===== config.mk =====
export PLATFORM = sky130hd
export DESIGN_NAME = pair_stream_arbiter_flat
export DESIGN_NICKNAME = d
export VERILOG_FILES = /design/src/rtl/pair_stream_arbiter_if.sv /design/src/rtl/pair_stream_arbiter.sv /design/src/flat_wrapper.sv
export SDC_FILE = /design/constraint.sdc
export NUM_CORES = 1
export LEC_CHECK = 0
export CORE_AREA = 2 2 39 41
export CTS_CLUSTER_SIZE = 8
export DETAILED_ROUTE_END_ITERATION = 8
export DIE_AREA = 0 0 41 43
export DONT_BUFFER_PORTS = 1
export RECOVER_POWER = 50
export SKIP_LAST_GASP = 1
export SYNTH_ARGS = -nofsm -noshare
export SYNTH_HDL_FRONTEND = slang
export SYNTH_SLANG_ARGS = --single-unit

===== constraint.sdc =====
create_clock -name clk -period 1.82 [get_ports clk]
set_clock_uncertainty 0.05 [all_clocks]
set_input_delay 0.273 -clock clk [delete_from_list [all_inputs] [get_ports clk]]
set_output_delay 0.273 -clock clk [all_outputs]
set_load 0.01 [all_outputs]

===== src/rtl/pair_stream_arbiter_if.sv =====
// Handshake bundle between the two source channels, the arbiter and the
// downstream 2:1 mux.
//   a_valid/a_data/a_ready : channel A valid/ready source
//   b_valid/b_data/b_ready : channel B valid/ready source
//   mux_a/mux_b/mux_s      : registered mux operands and select (0 = A, 1 = B)
//   out_valid/out_ready    : output stage handshake toward the mux consumer
interface pair_stream_arbiter_if;
  localparam int unsigned DW = 2;

  logic          a_valid;
  logic [DW-1:0] a_data;
  logic          a_ready;
  logic          b_valid;
  logic [DW-1:0] b_data;
  logic          b_ready;
  logic [DW-1:0] mux_a;
  logic [DW-1:0] mux_b;
  logic          mux_s;
  logic          out_valid;
  logic          out_ready;

  // Traffic side: the sources and the downstream consumer.
  modport master (
    output a_valid, a_data, b_valid, b_data, out_ready,
    input  a_ready, b_ready, mux_a, mux_b, mux_s, out_valid
  );

  // Arbiter side.
  modport slave (
    input  a_valid, a_data, b_valid, b_data, out_ready,
    output a_ready, b_ready, mux_a, mux_b, mux_s, out_valid
  );
endinterface


===== src/rtl/pair_stream_arbiter.sv =====
// Round-robin arbiter with burst allowance feeding a 2-bit 2:1 mux.
// Accepts one word per cycle from channel A or B into a one-deep output
// stage that drives the mux operands/select, so the mux output is the
// arbitrated stream.
//   clk   : rising-edge clock
//   rst_n : synchronous active-low reset
//   bus   : slave side of pair_stream_arbiter_if (sources, mux, downstream)
// BURST (1..3): consecutive grants allowed to one channel under contention.
module pair_stream_arbiter #(
  parameter int unsigned BURST = 1
) (
  input  logic                  clk,
  input  logic                  rst_n,
  pair_stream_arbiter_if.slave  bus
);

  localparam int unsigned DW = 2;
  localparam int unsigned CW = 2;
  localparam logic [CW-1:0] BURST_CNT = CW'(BURST);
  localparam logic SEL_A = 1'b0;
  localparam logic SEL_B = 1'b1;

  logic          out_valid_q, out_valid_d;
  logic [DW-1:0] mux_a_q, mux_a_d;
  logic [DW-1:0] mux_b_q, mux_b_d;
  logic          mux_s_q, mux_s_d;
  logic          last_q, last_d;
  logic [CW-1:0] cnt_q, cnt_d;

  logic grant_vld_c;
  logic grant_sel_c;
  logic load_c;
  logic a_ready_c;
  logic b_ready_c;

  // Grant: lone requester wins; under contention stay on last until the
  // burst allowance is used up, then hand over.
  always_comb begin
    grant_vld_c = bus.a_valid | bus.b_valid;
    grant_sel_c = SEL_A;
    if (bus.a_valid && bus.b_valid) begin
      grant_sel_c = (cnt_q < BURST_CNT) ? last_q : ~last_q;
    end else if (bus.b_valid) begin
      grant_sel_c = SEL_B;
    end
  end

  // Output stage can take a word when empty or draining this cycle.
  assign load_c    = ~out_valid_q | bus.out_ready;
  assign a_ready_c = rst_n & load_c & grant_vld_c & (grant_sel_c == SEL_A);
  assign b_ready_c = rst_n & load_c & grant_vld_c & (grant_sel_c == SEL_B);

  // Next state of the output stage and arbitration history.
  always_comb begin
    out_valid_d = out_valid_q;
    mux_a_d     = mux_a_q;
    mux_b_d     = mux_b_q;
    mux_s_d     = mux_s_q;
    last_d      = last_q;
    cnt_d       = cnt_q;
    if (a_ready_c || b_ready_c) begin
      out_valid_d = 1'b1;
      mux_s_d     = grant_sel_c;
      // Only the granted operand is rewritten; the other one holds.
      if (grant_sel_c == SEL_A) begin
        mux_a_d = bus.a_data;
      end else begin
        mux_b_d = bus.b_data;
      end
      if (grant_sel_c != last_q) begin
        last_d = grant_sel_c;
        cnt_d  = CW'(1);
      end else if (cnt_q < BURST_CNT) begin
        cnt_d = cnt_q + CW'(1);
      end
    end else if (out_valid_q && bus.out_ready) begin
      out_valid_d = 1'b0;
    end
  end

  // State registers; reset makes B the last winner so A wins first contention.
  always_ff @(posedge clk) begin
    if (!rst_n) begin
      out_valid_q <= 1'b0;
      mux_a_q     <= '0;
      mux_b_q     <= '0;
      mux_s_q     <= SEL_A;
      last_q      <= SEL_B;
      cnt_q       <= BURST_CNT;
    end else begin
      out_valid_q <= out_valid_d;
      mux_a_q     <= mux_a_d;
      mux_b_q     <= mux_b_d;
      mux_s_q     <= mux_s_d;
      last_q      <= last_d;
      cnt_q       <= cnt_d;
    end
  end

  assign bus.a_ready   = a_ready_c;
  assign bus.b_ready   = b_ready_c;
  assign bus.out_valid = out_valid_q;
  assign bus.mux_a     = mux_a_q;
  assign bus.mux_b     = mux_b_q;
  assign bus.mux_s     = mux_s_q;

endmodule


===== src/flat_wrapper.sv =====
// flat-port wrapper written by rule: the top's interface ports become plain ports
module pair_stream_arbiter_flat 
#(
  parameter int unsigned BURST = 1
)
  (clk, rst_n, bus_a_valid, bus_a_data, bus_b_valid, bus_b_data, bus_out_ready, bus_a_ready, bus_b_ready, bus_mux_a, bus_mux_b, bus_mux_s, bus_out_valid);
  pair_stream_arbiter_if bus_i ();
  input  logic clk;
  input  logic rst_n;
  input wire logic [$bits(bus_i.a_valid)-1:0] bus_a_valid;
  input wire logic [$bits(bus_i.a_data)-1:0] bus_a_data;
  input wire logic [$bits(bus_i.b_valid)-1:0] bus_b_valid;
  input wire logic [$bits(bus_i.b_data)-1:0] bus_b_data;
  input wire logic [$bits(bus_i.out_ready)-1:0] bus_out_ready;
  output wire logic [$bits(bus_i.a_ready)-1:0] bus_a_ready;
  output wire logic [$bits(bus_i.b_ready)-1:0] bus_b_ready;
  output wire logic [$bits(bus_i.mux_a)-1:0] bus_mux_a;
  output wire logic [$bits(bus_i.mux_b)-1:0] bus_mux_b;
  output wire logic [$bits(bus_i.mux_s)-1:0] bus_mux_s;
  output wire logic [$bits(bus_i.out_valid)-1:0] bus_out_valid;
  assign bus_i.a_valid = bus_a_valid;
  assign bus_i.a_data = bus_a_data;
  assign bus_i.b_valid = bus_b_valid;
  assign bus_i.b_data = bus_b_data;
  assign bus_i.out_ready = bus_out_ready;
  assign bus_a_ready = bus_i.a_ready;
  assign bus_b_ready = bus_i.b_ready;
  assign bus_mux_a = bus_i.mux_a;
  assign bus_mux_b = bus_i.mux_b;
  assign bus_mux_s = bus_i.mux_s;
  assign bus_out_valid = bus_i.out_valid;
  pair_stream_arbiter #(.BURST(BURST)) u_core (.clk(clk), .rst_n(rst_n), .bus(bus_i));
endmodule

==> results of run 1 <==
==> layer usage <==
metal,track usage [%],vias to the layer above,share of wire (%)
met3,7.85,2,14
met2,14.1,14,42
met1,13.0,158,43
li1,-,197,-
met4,8.00,0,1.1
met5,0,-,0
==> worst min-delay path by stage <==
| stage | endpoint | start | depth (start not counted) |
|---|---|---|---|
| 6_report | u_core.last_q | rst_n | 1 |
| 5_1_grt | u_core.last_q | rst_n | 1 |
| 4_1_cts | u_core.last_q | rst_n | 1 |
| 3_5_place_dp | u_core.last_q | rst_n | 1 |
| 3_3_place_gp | u_core.last_q | rst_n | 1 |
| 2_1_floorplan | u_core.bus.mux_a[0] | bus_a_data[0] | 2 |
==> per-stage QoR <==
stage / total power (W) / instance area [um^2] / hold WS, ns / setup WS [ns]
after global routing: 0.000438 / 497 / 0.0379 / 0.0136
final: 0.000414 / 497 / 0.0530 / 0.109
after global placement: 0.000269 / 460 / 0.311 / 0.247
after detailed placement: 0.000269 / 460 / 0.311 / 0.177
after floorplan: 0.000269 / 463 / 0.338 / 0.373
after CTS: 0.000423 / 494 / 0.0448 / 0.0420
==> power breakdown <==
part	internal, W	switching (W)	leakage (nW)
Combinational	0.0000204	0.0000225	0.104
Clock	0.0000842	0.0000646	0.0150
Sequential	0.000209	0.0000134	0.0740
==> layout make-up <==
type	instances	area, um^2
Fill cell	146	887
Multi-Input combinational cell	40	259
Sequential cell	9	180
Clock buffer	4	26.3
Tap cell	16	20.0
Inverter	3	11.3
==> placed cells by master (no fill, tap or decap) <==
master / netlist / routed
sky130_fd_sc_hd__o21ai_1: 6 / 6
sky130_fd_sc_hd__clkbuf_4: 0 / 3
sky130_fd_sc_hd__clkbuf_1: 0 / 1
sky130_fd_sc_hd__inv_2: 1 / 1
sky130_fd_sc_hd__nor2_1: 2 / 2
sky130_fd_sc_hd__a21oi_1: 1 / 1
sky130_fd_sc_hd__o31a_1: 1 / 1
sky130_fd_sc_hd__nand3_1: 3 / 3
sky130_fd_sc_hd__o2111a_2: 1 / 1
sky130_fd_sc_hd__xor2_2: 0 / 1
sky130_fd_sc_hd__ha_2: 0 / 1
sky130_fd_sc_hd__nand2_1: 8 / 8
sky130_fd_sc_hd__and2_1: 1 / 1
sky130_fd_sc_hd__o211a_1: 1 / 1
sky130_fd_sc_hd__nand2b_1: 1 / 1
sky130_fd_sc_hd__inv_1: 2 / 2
sky130_fd_sc_hd__mux2i_1: 1 / 1
sky130_fd_sc_hd__a211o_1: 1 / 1
sky130_fd_sc_hd__a32oi_1: 1 / 1
sky130_fd_sc_hd__and3_1: 1 / 1
sky130_fd_sc_hd__nor2b_1: 4 / 4
sky130_fd_sc_hd__nand4_1: 1 / 1
sky130_fd_sc_hd__nor3_1: 1 / 1
sky130_fd_sc_hd__o21a_1: 1 / 1
sky130_fd_sc_hd__dfxtp_1: 9 / 9
sky130_fd_sc_hd__a31oi_1: 1 / 1
sky130_fd_sc_hd__a211oi_2: 1 / 1
==> worst max-delay path, cell delays in order (launching register included) <==
cell                       delay, ns
sky130_fd_sc_hd__dfxtp_1        0.32
sky130_fd_sc_hd__inv_1          0.06
sky130_fd_sc_hd__ha_2           0.24
sky130_fd_sc_hd__xor2_2         0.21
sky130_fd_sc_hd__o2111a_2       0.30
==> registers in the layout (all words and copies together) (netlist names) <==
name,flops
u_core.bus.mux_a,2
u_core.bus.mux_b,2
u_core.bus.mux_s,1
u_core.bus.out_valid,1
u_core.cnt_q,2
u_core.last_q,1
==> kinds of logic after synthesis <==
logic type	synth area share [%]
simple gates	23.2
fa+ha+maj	2.70
xor+xnor	1.89
buf+inv	7.30
compound gates	23.8
mux	2.16
flops	38.9
==> what timing repair did <==
item / 4_1_cts / 5_1_grt
gates resized for setup: 1 / 1
setup endpoints to repair: 1 / 2
pin swaps: 0 / 0
hold endpoints to repair: 0 / 0
==> out/qor.txt, run 1 <==
CLOCK NETWORK
-------------------------------------------------------------------------------------------------
CTS H-Tree Depth                                                                                1
Root buffer cell                                                                     sky130_fd_sc_hd__clkbuf_4
Number of hold-repair buffers added at the cts stage                                            0
TritonCTS sink count                                                                            9
Number of setup buffers added after CTS                                                         0
Clock Pin Slew Worst Setup and Hold Paths                                                 0.06 ns
Skew-Pair Late Insertion Delay                                                            0.25 ns
Clock tree from TritonCTS                                                                    done
Clock buffer depth                                                                              2
Num CTS Buffers                                                                                 3

OUTCOME
-------------------------------------------------------------------------------------------------
Result of the run                                                                    finished, final reports clean

STA
-------------------------------------------------------------------------------------------------
Tmin final                                                                                1.71 ns
Maximum clock frequency                                                                 0.584 GHz
Hold violation count in the final report                                                        0
Final setup violation count                                                                     0
Final cycle utilization of the critical path                                                94.0%
Worst rel slew slack                                                                        72.1%
Summed negative setup slack over all endpoints                                               0 ns
Unrepaired setup endpoints after global routing                                             false
Slew at the pin with the worst max-slew slack                                            0.418 ns
Slew Limit Fails                                                                                0

GLOBAL ROUTE
-------------------------------------------------------------------------------------------------
Number of global-route vias before repair                                                     319
Global-route wire length before repair                                                    1320 um
Antenna violations before repair                                                                0
Global route overflow                                                                           0
Total routing resource utilization after global routing                                     11.3%
Pin count of the biggest net entering global routing                                           17

LOGIC SYNTHESIS
-------------------------------------------------------------------------------------------------
Number of enable flip-flop cells after synthesis                                                0
Number of flip-flops and latches in the synthesized netlist                                     9
Asr flop ratio synth                                                                           0%
Number of distinct library cell variants in the gate-level netlist after synthesis             26
Post-synthesis instance area                                                             463 um^2
Proportion of netlist area held by the largest area contributor                             38.9%
Sequential fraction of the synthesis area                                                   38.9%
Most area-hungry cell type in the Yosys netlist                                      sky130_fd_sc_hd__dfxtp_1
Mean Syn Cell Area                                                                      8.57 um^2
Cell with the most instances after synthesis                                         sky130_fd_sc_hd__dfxtp_1
Post-synthesis net count                                                                       64
Top area cells in the synthesized netlist                                            sky130_fd_sc_hd__dfxtp_1, sky130_fd_sc_hd__o21ai_1, sky130_fd_sc_hd__nand2_1
Most used flip-flop cell after synthesis                                             sky130_fd_sc_hd__dfxtp_1
Number of cells produced by synthesis                                                          54
Most instantiated cells after synthesis                                              sky130_fd_sc_hd__dfxtp_1, sky130_fd_sc_hd__nand2_1, sky130_fd_sc_hd__o21ai_1, sky130_fd_sc_hd__nor2b_1, sky130_fd_sc_hd__nand3_1
Yosys warning total                                                                             0

PLACE
-------------------------------------------------------------------------------------------------
Number of placed instances, taps included                                                      68
Half-perimeter wire length of the detailed placement result                                639 um
Routability Congestion                                                                      0.644
Count of buffers inserted at the top-level ports                                                0

ROUTE
-------------------------------------------------------------------------------------------------
Vias per inst                                                                                5.15
Number of optimization iterations in the first detailed-route pass                              4
Final WL                                                                                   851 um
Total via count after detailed routing                                                        371
Initial detailed-routing violation count                                                        3
Wire length per cell after detailed routing                                               11.8 um
Drt drc                                                                                         0
Antenna viol nets, final                                                                        0

WORST SETUP PATH
-------------------------------------------------------------------------------------------------
Crit path kind                                                                            reg2out
Worst R2R Setup Slack                                                                     0.29 ns
Critical path endpoint category                                                        output pin
WP data required                                                                          1.50 ns
Biggest fanout along the worst timing path                                                      6
Logic depth of the worst register-to-register path                                              6
Startpoint of the lowest-slack register-to-register path                             u_core.cnt_q[0]
Launching element of the worst setup path                                            u_core.cnt_q[0]
Startpoint kind of the worst setup timing path                                               flop
End point of the critical path                                                        bus_a_ready
Critical path data arrival time                                                           1.39 ns
Endpoint of the most critical register-to-register path                              u_core.bus.mux_b[0]

HOLD PATH
-------------------------------------------------------------------------------------------------
Hold Path Class                                                                            in2reg

FLOW RUN
-------------------------------------------------------------------------------------------------
Max-cap violations                                                                              0

POWER AND IR DROP
-------------------------------------------------------------------------------------------------
Pleak                                                                                    0.193 nW
PwrDens                                                                               834 nW/um^2
Worst supply voltage drop on vdd                                                           297 uV

CELLS AND AREA
-------------------------------------------------------------------------------------------------
Synth-to-layout area growth                                                                 7.30%
Post-layout net count                                                                          67
# diodes                                                                                        0
Layout cell share with drive strength beyond 1                                              14.3%
Final standard cell utilization of the core                                                 35.9%
Final cell count without fillers                                                               72

DIE
-------------------------------------------------------------------------------------------------
Starting density of the core                                                                33.5%
Vertical die dimension                                                                      43 um
Core area                                                                               1380 um^2
Number of rows in the core area                                                                14
Floorplan die area                                                                      1760 um^2
Die Wd                                                                                      41 um
Number of I/O pins                                                                             17

Power figures use the tool's default switching activity.
==> run 2: changes to the inputs <==
--- a/config.mk
+++ b/config.mk
@@ -5,11 +5,12 @@
 export SDC_FILE = /design/constraint.sdc
 export NUM_CORES = 1
 export LEC_CHECK = 0
-export CORE_AREA = 2 2 39 41
+export CORE_AREA = 3 3 40 42
 export CTS_CLUSTER_SIZE = 8
 export DETAILED_ROUTE_END_ITERATION = 8
-export DIE_AREA = 0 0 41 43
+export DIE_AREA = 0 0 43 45
 export DONT_BUFFER_PORTS = 1
+export PLACE_DENSITY_LB_ADDON = 0.08
 export RECOVER_POWER = 50
 export SKIP_LAST_GASP = 1
 export SYNTH_ARGS = -nofsm -noshare
==> run 2 against run 1 <==
Power grew 2.0%. Flip-flop and latch count is the same. Register-to-register slack is essentially flat. Die area grew 9.8%. Fmax grew 0.51%. Global-route usage grew 0.25 points. Hold slack gained 0.0035 ns. Critical path depth is the same. Sequential share of layout area shrank 0.63 points. Critical endpoint unchanged.
==> out/qor.txt, run 2 (synthesized netlist as in run 1, its figures left out) <==
STA
-------------------------------------------------------------------------------------
Hold_ws                                                                     0.0565 ns
Summed negative setup slack over all endpoints                                   0 ns
Unrepaired setup endpoints after global routing                                 false
Final setup violation count                                                         0
Slew at the pin with the worst max-slew slack                                0.432 ns
Slew Limit Fails                                                                    0
Final cycle utilization of the critical path                                    93.5%
Worst rel slew slack                                                            71.2%
Hold violation count in the final report                                            0
Maximum clock frequency                                                     0.587 GHz
Tmin final                                                                    1.70 ns

FLOW RUN
-------------------------------------------------------------------------------------
Max-cap violations                                                                  0

PLACE
-------------------------------------------------------------------------------------
Placed Area                                                                  459 um^2
Routability Congestion                                                          0.664
Count of buffers inserted at the top-level ports                                    0
Half-perimeter wire length of the detailed placement result                    745 um

GLOBAL ROUTE
-------------------------------------------------------------------------------------
Global-route wire length before repair                                        1660 um
Met3 usage                                                                      4.38%
Antenna violations before repair                                                    0
Total routing resource utilization after global routing                         11.5%
Gr busiest metal                                                                 met2
Pin count of the biggest net entering global routing                               17
Global route overflow                                                               0
Met1 Track Usage GR                                                             12.4%
Number of global-route vias before repair                                         360
Global routing usage on met2                                                    20.1%

POWER AND IR DROP
-------------------------------------------------------------------------------------
Pleak                                                                        0.195 nW
Worst supply voltage drop on vdd                                               427 uV
PwrDens                                                                   836 nW/um^2

CELLS AND AREA
-------------------------------------------------------------------------------------
Post-layout net count                                                              67
Layout cell share with drive strength beyond 1                                  14.3%
Most frequent standard cell in the layout excluding fill and tap cells   sky130_fd_sc_hd__dfxtp_1
Most used cells in the layout excluding fill and tap cells               sky130_fd_sc_hd__dfxtp_1, sky130_fd_sc_hd__nand2_1, sky130_fd_sc_hd__o21ai_1
# diodes                                                                            0
Synth-to-layout area growth                                                     9.19%
Final design instance area without fill                                      505 um^2
Final standard cell utilization of the core                                     39.3%

CLOCK NETWORK
-------------------------------------------------------------------------------------
Clock buffer depth                                                                  2
Clock Pin Slew Worst Setup and Hold Paths                                     0.06 ns
TritonCTS sink count                                                                9
Skew-Pair Late Insertion Delay                                                0.26 ns
Number of hold-repair buffers added at the cts stage                                0
Root buffer cell                                                         sky130_fd_sc_hd__clkbuf_4
CTS H-Tree Depth                                                                    1
Clock tree from TritonCTS                                                        done
Num CTS Buffers                                                                     3
Number of setup buffers added after CTS                                             0

OUTCOME
-------------------------------------------------------------------------------------
Result of the run                                                        finished, final reports clean

ROUTE
-------------------------------------------------------------------------------------
Drt drc                                                                             0
Antenna viol nets, final                                                            0
Initial detailed-routing violation count                                           10
Total via count after detailed routing                                            390
Number of optimization iterations in the first detailed-route pass                  4
Wire length per cell after detailed routing                                   14.4 um
Vias per inst                                                                    5.49
Final WL                                                                      1020 um

DIE
-------------------------------------------------------------------------------------
Floorplan die area                                                          1940 um^2
Number of rows in the core area                                                    13
Core area                                                                   1280 um^2
Starting density of the core                                                    36.0%
Die Wd                                                                          43 um
Vertical die dimension                                                          45 um
Number of I/O pins                                                                 17

WORST SETUP PATH
-------------------------------------------------------------------------------------
Crit path kind                                                                reg2out
Worst R2R Setup Slack                                                         0.29 ns
Delay of the slowest cell on the worst path                                   0.33 ns
Startpoint kind of the worst setup timing path                                   flop
Critical path data arrival time                                               1.38 ns
Biggest fanout along the worst timing path                                          6
WP data required                                                              1.50 ns
Sequence of cells on the critical path                                   inv_1, ha_4, xor2_2, o2111a_2
Critical path endpoint category                                            output pin
Slowest cell on the critical path                                        sky130_fd_sc_hd__o2111a_2

HOLD PATH
-------------------------------------------------------------------------------------
Hold Path Class                                                                in2reg

## run 2: cell counts in the layout (fill, tap and decap cells not counted)
Identical to the previous run, type by type.
## run 2: routing by layer
metal	vias to the layer above	routed length (um)
met5	-	0
met4	0	5
met3	2	65
met2	11	494
met1	181	458
li1	196	-
## run 2: final cells by class
cell class              count  area, um^2
well taps                  15        18.8
fillers                   145         779
inverters                   3        11.3
clock buffers               4        26.3
flip-flops and latches      9         180
multi-input cells          40         269
## run 2: final timing paths
path	depth (start not counted)	end	startpoint
max	4	bus_a_ready	u_core.cnt_q[0]
max reg2reg	6	u_core.bus.mux_b[1]	u_core.cnt_q[0]
min	1	u_core.last_q	rst_n
min reg2reg	2	u_core.cnt_q[1]	u_core.cnt_q[1]
## run 2: worst max-delay path: cells and delay by family, from the launching register on
| kind | cells | cell delay, ns |
|---|---|---|
| xor gates and xnor gates | 1 | 0.20 |
| DFF | 1 | 0.32 |
| buffers and inverters | 1 | 0.09 |
| AOI/OAI and AO/OA | 1 | 0.33 |
| adders and majority gates | 1 | 0.18 |
## run 2: timing repair
action / CTS / global route
setup endpoints to repair: 1 / 2
gates resized for setup: 1 / 2
pin swaps: 0 / 1
## run 2: power breakdown
part | internal, W | switching [W] | leakage (nW)
logic | 0.0000206 | 0.0000242 | 0.106
registers | 0.000209 | 0.0000141 | 0.0740
clock network | 0.0000845 | 0.0000698 | 0.0150
## run 2: per-stage QoR
| stage | setup WS, ns | cells | power [W] |
|---|---|---|---|
| 2_1_floorplan | 0.373 | 54 | 0.000269 |
| 3_3_place_gp | 0.264 | 67 | 0.000269 |
| 3_5_place_dp | 0.225 | 67 | 0.000271 |
| 4_1_cts | 0.0507 | 71 | 0.000425 |
| 5_1_grt | 0.0112 | 71 | 0.000441 |
| 6_report | 0.118 | 71 | 0.000422 |
==> run 3: changes to the inputs <==
--- a/config.mk
+++ b/config.mk
@@ -5,11 +5,13 @@
 export SDC_FILE = /design/constraint.sdc
 export NUM_CORES = 1
 export LEC_CHECK = 0
+export CAP_MARGIN = 20
 export CORE_AREA = 3 3 40 42
 export CTS_CLUSTER_SIZE = 8
 export DETAILED_ROUTE_END_ITERATION = 8
 export DIE_AREA = 0 0 43 45
 export DONT_BUFFER_PORTS = 1
+export GPL_TIMING_DRIVEN = 0
 export PLACE_DENSITY_LB_ADDON = 0.08
 export RECOVER_POWER = 50
 export SKIP_LAST_GASP = 1
==> run 3 against run 2 <==
Non-clock buffer count increased by 2. Core utilization rose by 0.97 points. Sequential power about the same. Register-to-register slack hardly changed. Clock power fell by 4%. Design area is 2.5% higher. Count of clock-buffer cells in the layout unchanged. Setup slack lost 0.012 ns. Combinational power rose by 18%. Die area stayed put. Via count up 0.77%.
==> out/qor.txt, run 3 (synthesized netlist as in run 1, its figures left out) <==
OUTCOME
-------------------------------------------------------------------------------------
Result of the run                                                        finished, final reports clean

DIE
-------------------------------------------------------------------------------------
Number of rows in the core area                                                    13
Die Wd                                                                          43 um
Core area                                                                   1280 um^2
Starting density of the core                                                    36.0%
Vertical die dimension                                                          45 um
Number of I/O pins                                                                 17
Floorplan die area                                                          1940 um^2

CELLS AND AREA
-------------------------------------------------------------------------------------
Post-layout net count                                                              69
Total of fill cells in the finished design                                        149
Final cell count without fillers                                                   73
Synth-to-layout area growth                                                     11.9%
Layout cell share with drive strength beyond 1                                  17.2%
Most frequent standard cell in the layout excluding fill and tap cells   sky130_fd_sc_hd__dfxtp_1
# diodes                                                                            0
Most used cells in the layout excluding fill and tap cells               sky130_fd_sc_hd__dfxtp_1, sky130_fd_sc_hd__nand2_1, sky130_fd_sc_hd__o21ai_1

POWER AND IR DROP
-------------------------------------------------------------------------------------
Worst supply voltage drop on vdd                                               460 uV
Pleak                                                                        0.206 nW
PwrDens                                                                   818 nW/um^2

CLOCK NETWORK
-------------------------------------------------------------------------------------
Skew-Pair Late Insertion Delay                                                0.25 ns
TritonCTS sink count                                                                9
Root buffer cell                                                         sky130_fd_sc_hd__clkbuf_4
Num CTS Buffers                                                                     3
Clock buffer depth                                                                  2
Clock Pin Slew Worst Setup and Hold Paths                                     0.06 ns
CTS H-Tree Depth                                                                    1
Clock tree from TritonCTS                                                        done
Number of setup buffers added after CTS                                             0

ROUTE
-------------------------------------------------------------------------------------
Antenna viol nets, final                                                            0
Initial detailed-routing violation count                                            2
Detail Route met3 WL                                                            50 um
Total via count after detailed routing                                            393
Top routing layer in use                                                         met4
Vias per inst                                                                    5.38
Final WL                                                                       990 um
Wire length per cell after detailed routing                                   13.6 um
Wire length the detailed router placed on met1                                 423 um
Number of optimization iterations in the first detailed-route pass                  2
Wire length on met2                                                            509 um
Drt drc                                                                             0

STA
-------------------------------------------------------------------------------------
Final cycle utilization of the critical path                                    94.2%
Maximum clock frequency                                                     0.583 GHz
Hold violation count in the final report                                            0
Final setup violation count                                                         0
Unrepaired setup endpoints after global routing                                 false
Slew Limit Fails                                                                    0
Worst rel slew slack                                                            72.5%
Summed negative setup slack over all endpoints                                   0 ns
Slew at the pin with the worst max-slew slack                                0.412 ns
Tmin final                                                                    1.71 ns

GLOBAL ROUTE
-------------------------------------------------------------------------------------
Pin count of the biggest net entering global routing                               11
Global route overflow                                                               0
Antenna violations before repair                                                    0
Global-route wire length before repair                                        1660 um
Total routing resource utilization after global routing                         11.3%
Number of global-route vias before repair                                         416

WORST SETUP PATH
-------------------------------------------------------------------------------------
Startpoint kind of the worst setup timing path                                   flop
WP data required                                                              1.50 ns
Biggest fanout along the worst timing path                                          6
Crit path kind                                                                reg2out
Worst R2R Setup Slack                                                         0.28 ns
Critical path data arrival time                                               1.39 ns
Critical path endpoint category                                            output pin

PLACE
-------------------------------------------------------------------------------------
Count of buffers inserted at the top-level ports                                    0
Half-perimeter wire length of the detailed placement result                    788 um
Routability Congestion                                                          0.635
Number of placed instances, taps included                                          69

HOLD PATH
-------------------------------------------------------------------------------------
Hold Path Class                                                                in2reg

FLOW RUN
-------------------------------------------------------------------------------------
Max-cap violations                                                                  0

run 3: cell count changes in the layout (fill, tap and decap cells not counted):
cell                    delta
sky130_fd_sc_hd__ha_4      -1
sky130_fd_sc_hd__ha_2      +1
sky130_fd_sc_hd__buf_6     +2
run 3: report_power, final:
part | switching [W] | internal, W | total [W]
sequential | 0.0000141 | 0.000209 | 0.000223
combinational | 0.0000283 | 0.0000247 | 0.0000530
clock | 0.0000635 | 0.0000841 | 0.000148
total | 0.000106 | 0.000318 | 0.000424
run 3: routing by layer:
metal | vias to the layer above | GRT usage, %
li1 | 198 | -
met1 | 184 | 12.6
met2 | 9 | 20.7
met3 | 2 | 1.99
met4 | 0 | 5.42
met5 | - | 0
run 3: worst paths after layout:
kind | start | endpoint | cells past startpoint
max reg2reg | u_core.cnt_q[0] | u_core.bus.mux_b[1] | 6
max | u_core.cnt_q[0] | bus_a_ready | 4
min | bus_a_data[0] | u_core.bus.mux_a[0] | 2
min reg2reg | u_core.cnt_q[1] | u_core.cnt_q[1] | 2
run 3: final cells by class:
cell class	count	area (um^2)	area share, %
inverters	3	11.3	2.17
well taps	15	18.8	3.62
clock buffers	4	26.3	5.07
plain buffers	2	22.5	4.35
multi-input cells	40	259	50.0
flip-flops and latches	9	180	34.8
run 3: worst max-delay path, stage by stage (launching register included):
cell	delay (ns)
sky130_fd_sc_hd__dfxtp_1	0.32
sky130_fd_sc_hd__inv_1	0.06
sky130_fd_sc_hd__ha_2	0.24
sky130_fd_sc_hd__xor2_2	0.21
sky130_fd_sc_hd__o2111a_2	0.30
run 3: through the flow:
stage	instance area (um^2)	hold WS (ns)	setup WS (ns)	util, %	total power (W)
after floorplan	463	0.338	0.373	-	0.000269
final	518	0.0913	0.106	40.3	0.000424
after detailed placement	482	0.350	0.190	37.5	0.000280
after CTS	515	0.0841	0.0366	40.1	0.000431
after global placement	482	0.342	0.242	37.5	0.000278
after global routing	518	0.106	0.0264	40.3	0.000447
run 3: repair_timing:
| item | in CTS | in global routing |
|---|---|---|
| resized for setup | 1 | 1 |
| hold buffers | 0 | 0 |
| setup endpoints to repair | 1 | 1 |
| endpoints found under the hold margin | 0 | 0 |
